===== src/rtl/pipe_hazard_ctrl_if.sv =====
// Bundle between the ID/EX/MEM pipeline registers and the hazard/redirect controller.
// The master side is the pipeline; the slave side is the controller that drives the fetch controls.
interface pipe_hazard_ctrl_if #(
    parameter int CNT_W = 16
);
    logic             hold_req;
    logic [4:0]       id_rs;
    logic [4:0]       id_rt;
    logic             id_uses_rt;
    logic             id_is_branch;
    logic             id_br_eq;
    logic             id_is_jump;
    logic [31:0]      id_br_target;
    logic [31:0]      id_j_target;
    logic             ex_mem_read;
    logic             ex_reg_write;
    logic [4:0]       ex_dst;
    logic             mem_mem_read;
    logic [4:0]       mem_dst;

    logic             pc_write;
    logic             if_id_write;
    logic             if_id_flush;
    logic             id_ex_flush;
    logic             redirect;
    logic [31:0]      redirect_pc;
    logic [CNT_W-1:0] stall_cnt;
    logic [CNT_W-1:0] flush_cnt;

    modport master (
        output hold_req, id_rs, id_rt, id_uses_rt, id_is_branch, id_br_eq, id_is_jump,
               id_br_target, id_j_target, ex_mem_read, ex_reg_write, ex_dst,
               mem_mem_read, mem_dst,
        input  pc_write, if_id_write, if_id_flush, id_ex_flush, redirect, redirect_pc,
               stall_cnt, flush_cnt
    );

    modport slave (
        input  hold_req, id_rs, id_rt, id_uses_rt, id_is_branch, id_br_eq, id_is_jump,
               id_br_target, id_j_target, ex_mem_read, ex_reg_write, ex_dst,
               mem_mem_read, mem_dst,
        output pc_write, if_id_write, if_id_flush, id_ex_flush, redirect, redirect_pc,
               stall_cnt, flush_cnt
    );
endinterface


===== src/rtl/pipe_hazard_ctrl.sv =====
// Hazard and redirect controller: inserts load-use / branch-operand bubbles and resolves
// beq/j in ID, driving the IFU PC-update and pipeline-register write/flush controls.
module pipe_hazard_ctrl #(
    parameter logic [31:0] RESET_PC = 32'h0000_3000,
    parameter int          CNT_W    = 16
) (
    input logic              clk,
    input logic              reset,
    pipe_hazard_ctrl_if.slave bus
);

    typedef enum logic {
        ST_RUN,
        ST_STALL
    } state_t;

    state_t           state_q;
    state_t           state_d;
    logic [1:0]       stall_left_q;
    logic [1:0]       stall_left_d;
    logic [31:0]      redirect_pc_q;
    logic [31:0]      redirect_pc_d;
    logic [CNT_W-1:0] stall_cnt_q;
    logic [CNT_W-1:0] flush_cnt_q;

    logic             ex_hit;
    logic             mem_hit;
    logic             haz_lu;
    logic             haz_ba;
    logic             haz_bl2;
    logic             haz_bl1;
    logic             haz_two;
    logic             haz_any;
    logic             take_redirect;
    logic [31:0]      redirect_target;
    logic             bubble;
    logic             redirect_fire;

    // Register 0 is hard-wired, so a destination of 0 can never create a dependency.
    function automatic logic reg_match(input logic [4:0] dst, input logic [4:0] rs,
                                       input logic [4:0] rt, input logic uses_rt);
        return (dst != 5'd0) && ((dst == rs) || (uses_rt && (dst == rt)));
    endfunction

    assign ex_hit  = reg_match(bus.ex_dst, bus.id_rs, bus.id_rt, bus.id_uses_rt);
    assign mem_hit = reg_match(bus.mem_dst, bus.id_rs, bus.id_rt, bus.id_uses_rt);

    assign haz_lu  = bus.ex_mem_read && ex_hit;
    assign haz_ba  = bus.id_is_branch && bus.ex_reg_write && !bus.ex_mem_read && ex_hit;
    assign haz_bl2 = bus.id_is_branch && bus.ex_mem_read && ex_hit;
    assign haz_bl1 = bus.id_is_branch && bus.mem_mem_read && mem_hit;
    assign haz_two = haz_bl2;
    assign haz_any = haz_lu || haz_ba || haz_bl2 || haz_bl1;

    assign take_redirect   = bus.id_is_jump || (bus.id_is_branch && bus.id_br_eq);
    assign redirect_target = bus.id_is_jump ? bus.id_j_target : bus.id_br_target;

    always_comb begin
        state_d         = state_q;
        stall_left_d    = stall_left_q;
        redirect_pc_d   = redirect_pc_q;
        bubble          = 1'b0;
        redirect_fire   = 1'b0;
        bus.pc_write    = 1'b1;
        bus.if_id_write = 1'b1;
        bus.if_id_flush = 1'b0;
        bus.id_ex_flush = 1'b0;
        bus.redirect    = 1'b0;

        if (!reset) begin
            bus.pc_write    = 1'b0;
            bus.if_id_write = 1'b0;
            bus.if_id_flush = 1'b1;
            bus.id_ex_flush = 1'b1;
        end else if (bus.hold_req) begin
            bus.pc_write    = 1'b0;
            bus.if_id_write = 1'b0;
        end else if (state_q == ST_STALL) begin
            bubble          = 1'b1;
            bus.pc_write    = 1'b0;
            bus.if_id_write = 1'b0;
            bus.id_ex_flush = 1'b1;
            if (stall_left_q <= 2'd1) begin
                state_d      = ST_RUN;
                stall_left_d = 2'd0;
            end else begin
                stall_left_d = stall_left_q - 2'd1;
            end
        end else if (haz_any) begin
            // A two-bubble hazard issues the first bubble now and parks the second in STALL.
            bubble          = 1'b1;
            bus.pc_write    = 1'b0;
            bus.if_id_write = 1'b0;
            bus.id_ex_flush = 1'b1;
            if (haz_two) begin
                state_d      = ST_STALL;
                stall_left_d = 2'd1;
            end
        end else if (take_redirect) begin
            redirect_fire   = 1'b1;
            bus.redirect    = 1'b1;
            bus.if_id_flush = 1'b1;
            redirect_pc_d   = redirect_target;
        end
    end

    always_ff @(posedge clk) begin
        if (!reset) begin
            state_q       <= ST_RUN;
            stall_left_q  <= 2'd0;
            redirect_pc_q <= RESET_PC;
            stall_cnt_q   <= '0;
            flush_cnt_q   <= '0;
        end else begin
            state_q       <= state_d;
            stall_left_q  <= stall_left_d;
            redirect_pc_q <= redirect_pc_d;
            if (bubble && (stall_cnt_q != '1)) begin
                stall_cnt_q <= stall_cnt_q + CNT_W'(1);
            end
            if (redirect_fire && (flush_cnt_q != '1)) begin
                flush_cnt_q <= flush_cnt_q + CNT_W'(1);
            end
        end
    end

    // The target is visible in the redirect cycle itself, then held by the register.
    assign bus.redirect_pc = redirect_fire ? redirect_target : redirect_pc_q;
    assign bus.stall_cnt   = stall_cnt_q;
    assign bus.flush_cnt   = flush_cnt_q;

endmodule

===== src/flat_wrapper.sv =====
// flat-port wrapper written by rule: the top's interface ports become plain ports
module pipe_hazard_ctrl_flat 
#(
    parameter logic [31:0] RESET_PC = 32'h0000_3000,
    parameter int          CNT_W    = 16
)
  (clk, reset, bus_hold_req, bus_id_rs, bus_id_rt, bus_id_uses_rt, bus_id_is_branch, bus_id_br_eq, bus_id_is_jump, bus_id_br_target, bus_id_j_target, bus_ex_mem_read, bus_ex_reg_write, bus_ex_dst, bus_mem_mem_read, bus_mem_dst, bus_pc_write, bus_if_id_write, bus_if_id_flush, bus_id_ex_flush, bus_redirect, bus_redirect_pc, bus_stall_cnt, bus_flush_cnt);
  pipe_hazard_ctrl_if #(.CNT_W(CNT_W)) bus_i ();
  input logic clk;
  input logic reset;
  input wire logic [$bits(bus_i.hold_req)-1:0] bus_hold_req;
  input wire logic [$bits(bus_i.id_rs)-1:0] bus_id_rs;
  input wire logic [$bits(bus_i.id_rt)-1:0] bus_id_rt;
  input wire logic [$bits(bus_i.id_uses_rt)-1:0] bus_id_uses_rt;
  input wire logic [$bits(bus_i.id_is_branch)-1:0] bus_id_is_branch;
  input wire logic [$bits(bus_i.id_br_eq)-1:0] bus_id_br_eq;
  input wire logic [$bits(bus_i.id_is_jump)-1:0] bus_id_is_jump;
  input wire logic [$bits(bus_i.id_br_target)-1:0] bus_id_br_target;
  input wire logic [$bits(bus_i.id_j_target)-1:0] bus_id_j_target;
  input wire logic [$bits(bus_i.ex_mem_read)-1:0] bus_ex_mem_read;
  input wire logic [$bits(bus_i.ex_reg_write)-1:0] bus_ex_reg_write;
  input wire logic [$bits(bus_i.ex_dst)-1:0] bus_ex_dst;
  input wire logic [$bits(bus_i.mem_mem_read)-1:0] bus_mem_mem_read;
  input wire logic [$bits(bus_i.mem_dst)-1:0] bus_mem_dst;
  output wire logic [$bits(bus_i.pc_write)-1:0] bus_pc_write;
  output wire logic [$bits(bus_i.if_id_write)-1:0] bus_if_id_write;
  output wire logic [$bits(bus_i.if_id_flush)-1:0] bus_if_id_flush;
  output wire logic [$bits(bus_i.id_ex_flush)-1:0] bus_id_ex_flush;
  output wire logic [$bits(bus_i.redirect)-1:0] bus_redirect;
  output wire logic [$bits(bus_i.redirect_pc)-1:0] bus_redirect_pc;
  output wire logic [$bits(bus_i.stall_cnt)-1:0] bus_stall_cnt;
  output wire logic [$bits(bus_i.flush_cnt)-1:0] bus_flush_cnt;
  assign bus_i.hold_req = bus_hold_req;
  assign bus_i.id_rs = bus_id_rs;
  assign bus_i.id_rt = bus_id_rt;
  assign bus_i.id_uses_rt = bus_id_uses_rt;
  assign bus_i.id_is_branch = bus_id_is_branch;
  assign bus_i.id_br_eq = bus_id_br_eq;
  assign bus_i.id_is_jump = bus_id_is_jump;
  assign bus_i.id_br_target = bus_id_br_target;
  assign bus_i.id_j_target = bus_id_j_target;
  assign bus_i.ex_mem_read = bus_ex_mem_read;
  assign bus_i.ex_reg_write = bus_ex_reg_write;
  assign bus_i.ex_dst = bus_ex_dst;
  assign bus_i.mem_mem_read = bus_mem_mem_read;
  assign bus_i.mem_dst = bus_mem_dst;
  assign bus_pc_write = bus_i.pc_write;
  assign bus_if_id_write = bus_i.if_id_write;
  assign bus_if_id_flush = bus_i.if_id_flush;
  assign bus_id_ex_flush = bus_i.id_ex_flush;
  assign bus_redirect = bus_i.redirect;
  assign bus_redirect_pc = bus_i.redirect_pc;
  assign bus_stall_cnt = bus_i.stall_cnt;
  assign bus_flush_cnt = bus_i.flush_cnt;
  pipe_hazard_ctrl #(.RESET_PC(RESET_PC), .CNT_W(CNT_W)) u_core (.clk(clk), .reset(reset), .bus(bus_i));
endmodule

===== config.mk =====
export PLATFORM = sky130hd
export DESIGN_NAME = pipe_hazard_ctrl_flat
export DESIGN_NICKNAME = d
export VERILOG_FILES = /design/src/rtl/pipe_hazard_ctrl_if.sv /design/src/rtl/pipe_hazard_ctrl.sv /design/src/flat_wrapper.sv
export SDC_FILE = /design/constraint.sdc
export NUM_CORES = 1
export LEC_CHECK = 0
export ABC_AREA = 0
export CORE_ASPECT_RATIO = 2
export CORE_MARGIN = 4
export CORE_UTILIZATION = 45
export CTS_BUF_LIST = sky130_fd_sc_hd__clkbuf_8
export CTS_CLUSTER_DIAMETER = 150
export DETAILED_ROUTE_END_ITERATION = 12
export DONT_BUFFER_PORTS = 1
export PLACE_DENSITY = 0.67
export SETUP_SLACK_MARGIN = 0.05
export SYNTH_ARGS = -nofsm -noshare
export SYNTH_HDL_FRONTEND = slang
export SYNTH_SLANG_ARGS = --single-unit

===== constraint.sdc =====
create_clock -name clk -period 3.2 [get_ports clk]
set_clock_uncertainty 0.1 [all_clocks]
set_input_delay 0.8 -clock clk [delete_from_list [all_inputs] [get_ports clk]]
set_output_delay 0.8 -clock clk [all_outputs]
set_load 0.02 [all_outputs]

Word level (Yosys, flattened, before mapping):

Cells that the tools add are included.

* word-level logic and storage cells: 71
* output and inout bits: 69
* bits in registers: 67

* eq/ne operators: 6
* bitwise operators: 3
* $lt $le $gt $ge: 1
* muxes and demuxes: 25
* $add $sub $neg: 3
* reductions and logical operators: 28

Operators by type and width (count)
* two-way mux 32 bit: 2
* adder 16 x 1 -> 16 bit (second input constant): 2
* != test 16 bit (second input constant): 2
* equality test 5 bit: 4
* two-way mux 1 bit: 19
* logical AND 1 bit: 15
* nonzero test 5 bit: 2
* two-way mux 2 bit: 4
* logical OR 1 bit: 6
* AND reduction 4 bit: 1
* nonzero test 2 bit: 2
* NOT 1 bit: 3
* AND reduction 3 bit: 1
* <= comparator 2 x 1 -> 1 bit (second input constant): 1
* subtractor 2 x 1 -> 2 bit (second input constant): 1
* logical NOT 1 bit: 1

Depth between registers and ports, before layout:

* word-level depth: 13
* depth in mapped cells: 9
* gate-level depth less buffers: 7

Least setup slack after synthesis:

OpenSTA, ideal clock, no wires.

* path kind: input to output
* start: input port bus_mem_dst[1]
* end: output port bus_redirect_pc[0]
* cell stages on the path: 7
* buffers on the path: 2
* data arrival time: 2694 ps
* slack: -394 ps
* data required time: 2300 ps
* cell sequence: or3_1 -> o311a_1 -> a21oi_4 -> nand3_4 -> buf_4 -> clkbuf_1 -> o21ai_0

* longest elaborated chain between the ends: 11
* elaborated cells on any way between the ends: 13

Ends and longest elaborated chain
* start, declared: line flat_wrapper.sv:24 `input wire logic [$bits(bus_i.mem_dst)-1:0] bus_mem_dst;`
* equality test 5 bit: line pipe_hazard_ctrl.sv:42 `return (dst != 5'd0) && ((dst == rs) || (uses_rt && (dst == rt)));`
* logical AND 1 bit: line pipe_hazard_ctrl.sv:42
* logical OR 1 bit: line pipe_hazard_ctrl.sv:42
* logical AND 1 bit (*): line pipe_hazard_ctrl.sv:42
* logical AND 1 bit (*): line pipe_hazard_ctrl.sv:51 `assign haz_bl1 = bus.id_is_branch && bus.mem_mem_read && mem_hit;`
* logical OR 1 bit (*): line pipe_hazard_ctrl.sv:53 `assign haz_any = haz_lu || haz_ba || haz_bl2 || haz_bl1;`
* two-way mux 1 bit (*): line pipe_hazard_ctrl.sv:89 `end else if (haz_any) begin`
* two-way mux 1 bit (*): line pipe_hazard_ctrl.sv:78 `end else if (state_q == ST_STALL) begin`
* two-way mux 1 bit (*): line pipe_hazard_ctrl.sv:75 `end else if (bus.hold_req) begin`
* two-way mux 1 bit (*): line pipe_hazard_ctrl.sv:70 `if (!reset) begin`
* two-way mux 32 bit (*): line pipe_hazard_ctrl.sv:128 `assign bus.redirect_pc = redirect_fire ? redirect_target : redirect_pc_q;`
* end, declared: line flat_wrapper.sv:30 `output wire logic [$bits(bus_i.redirect_pc)-1:0] bus_redirect_pc;`

Every way passes the cells marked *; elsewhere a longest branch is shown, timed or not.

Worst setup path after layout:

* start: input port bus_mem_dst[1]
* end: output port bus_redirect_pc[12]

Same word-level chain as after synthesis.

==> metrics.txt <==
hold_sp u_core.stall_left_q[0]; fillcell total about 750; first-pass GRT wire length roughly 15000 µm; Final Util 0.568; Layout Nets between 500 and 600; GPL Wtd Cong roughly 0.85; Root Driver clkbuf_8; status finished with violations; Buf/Inv on CP 2; crit end category output pin; most frequent cells in the layout dfxtp_1 (67), nand2_1 (60), mux2i_1 (52); via-per-instance ratio 5.80; DP Cell Count roughly 580; R2R depth 7; syn_nets 564; area of the multi-input gates 2630 µm²; prevailing post-synth register cell dfxtp_1; Slew @ Worst Pin around 0.53 ns; Gate Count Post-Synth between 400 and 500; input/output buffers 0; WHS Path Cells 2; WP data arrival approximately 2.4 ns; worst setup margin -0.0503 ns; Max Slew Vio Count 0; Pre-antenna DRT Iters 5; Initial Util 0.463; crit-path max FO 32; register area share after synthesis 0.350; Hold EP u_core.stall_left_q[0]; period utilization 1.02; num ports ~160; initial antenna violation count 0; synthesized area roughly 3800 µm²; failing checks setup timing; gr usage total 0.186; wirelength, routed roughly 9600 µm; share of cells above drive strength 1 0.232; post-route minimum period between 3 and 4 ns; Reg area 1340 µm²; Hold Vio Cnt, Final 0; clock slew at reported path FFs 0.07 ns; Ys Warns 0; commonest non-fill, non-tap cell in the layout dfxtp_1; hold crit path type reg2reg; syn avg cell area 8.20 µm²; worst reg2reg path startpoint u_core.bus.stall_cnt[4]; Seq cells post-synth 67; final routed DRC violation total 0; Final Cell Area approximately 4700 µm²; met3 global-route usage 0.0660; M2 GR Usage 0.336; Total Neg Setup Slack -0.158 ns; Unique masters post-synth 47; vias in the first global route 3442; RSZ-0062 raised after global routing true; met1 usage 0.178; Final ANT Viol Nets 0; CP Data Required Time approximately 2.3 ns; Peak Freq around 300 MHz; fraction of registers with async set/reset 0; DIE WIDTH between 70 and 80 µm; total CTS buffers 9; R2R setup slack around 0.71 ns; Sink Count 67; CP cell instances or3_1, o311a_1, a21oi_4, nand3_4, buf_12, buf_4, nand2_4, o21ai_4; Avg WL per Cell 16.2 µm; gr ovfl total 0; # H-tree levels 3; Area growth, synth to finish 22.7%; CTS tree done; Die Footprint between 10000 and 15000 µm²; PD cells 423 nW/µm²; Post-synth EDFFs 0; Leak 1.78 nW; Critical-path top delay cell or3_1; final setup violating endpoints 5; DRT iter0 DRCs between 100 and 150; DP Area around 4400 µm²; DP HPWL ~7400 µm; via count approximately 3400; peak supply drop about 260 µV; Die Ht 139 µm; CTS Buffer Depth 2; Tot Pwr about 2.0 mW; Largest delay share family, worst path compound AO/OA/AOI/OAI gates; worst skew pair latency 0.34 ns; WS Path Type in2out; Place WS -0.0499 ns; CORE AREA around 8300 µm²; Worst slew margin 0.636; Finished Layout Cells slightly below 600; FF-to-FF End u_core.bus.stall_cnt[13]; max-cap viol count 0; row cnt 47; Top Usage Layer GRT met2; n_diodes 0; largest net degree at the start of global routing 61; crit-path max cell delay 0.35 ns; crit start category input port; final hold slack around 0.37 ns
synth_stat cells (6+ instances only):
master / count / area [µm²]
nand2_1: 72 / 270
dfxtp_1: 67 / 1340
mux2i_1: 52 / 521
nor2_1: 39 / 146
o21ai_0: 38 / 190
a211oi_1: 30 / 225
xnor2_1: 21 / 184
clkbuf_1: 19 / 71.3
nand2b_1: 15 / 93.8
a21oi_1: 12 / 60.1
nand3_1: 10 / 50.1
and3_1: 9 / 56.3
nand4_1: 8 / 50.1
or3_1: 6 / 37.5
worst reg2reg max path, cell delays in order (launching register included):
cell and delay, ns:
dfxtp_1 0.53, and4_1 0.35, and4_1 0.33, nand3b_1 0.12, a311oi_1 0.44, buf_4 0.21
and3_1 0.17, mux2i_1 0.17
registers in the layout, indices dropped and copies added (netlist names):
register / count
u_core.stall_left_q: 2
u_core.redirect_pc_q: 32
u_core.state_q: 1
u_core.bus.stall_cnt: 16
u_core.bus.flush_cnt: 16
cells by family after synthesis:
logic type	after synthesis	share of synthesized area
buffers and inverters	37	0.0427
flip-flops	67	0.350
XOR/XNOR	23	0.0525
AND/OR/NAND/NOR	186	0.241
adder cells (fa/ha/maj)	2	0.00652
multiplexers	52	0.136
AO/OA/AOI/OAI	101	0.172
area by class of cell:
cell class / instances / share of cell area
Timing Repair Buffer: 43 / 0.0869
Tap cell: 98 / 0.0260
Clock buffer: 9 / 0.0263
Inverter: 6 / 0.00478
Multi-Input combinational cell: 364 / 0.558
Clock inverter: 7 / 0.0130
Sequential cell: 67 / 0.285
report_power, final:
group	switching [mW]	internal, mW
logic	0.239	0.184
registers	0.0277	0.873
clock network	0.316	0.351
per-layer routing:
layer | part of all wire | up-vias
met5 | 0 | -
met4 | 0.033 | 0
met3 | 0.094 | 24
met2 | 0.53 | 144
met1 | 0.35 | 1565
li1 | - | 1714
worst max path at each step:
| stage | from | end | slack [ns] | depth (start not counted) |
|---|---|---|---|---|
| finish | bus_mem_dst[1] | bus_redirect_pc[12] | -0.05 | 8 |
| global route | bus_mem_dst[1] | bus_redirect_pc[12] | -0.11 | 8 |
| CTS | bus_mem_dst[1] | bus_redirect_pc[12] | -0.06 | 8 |
| detailed placement | bus_mem_dst[1] | bus_redirect_pc[31] | -0.05 | 8 |
| global placement | bus_mem_dst[1] | bus_redirect_pc[12] | -0.02 | 8 |
| floorplan | bus_mem_dst[1] | bus_redirect_pc[22] | -0.05 | 8 |
timing repair:
item	in CTS	in global routing
setup buffers	0	2
hold endpoints to repair	0	0
hold buffers	0	0
resized for setup	21	3
setup endpoints to repair	34	36
Note: power is estimated with default switching activity, not from simulation.
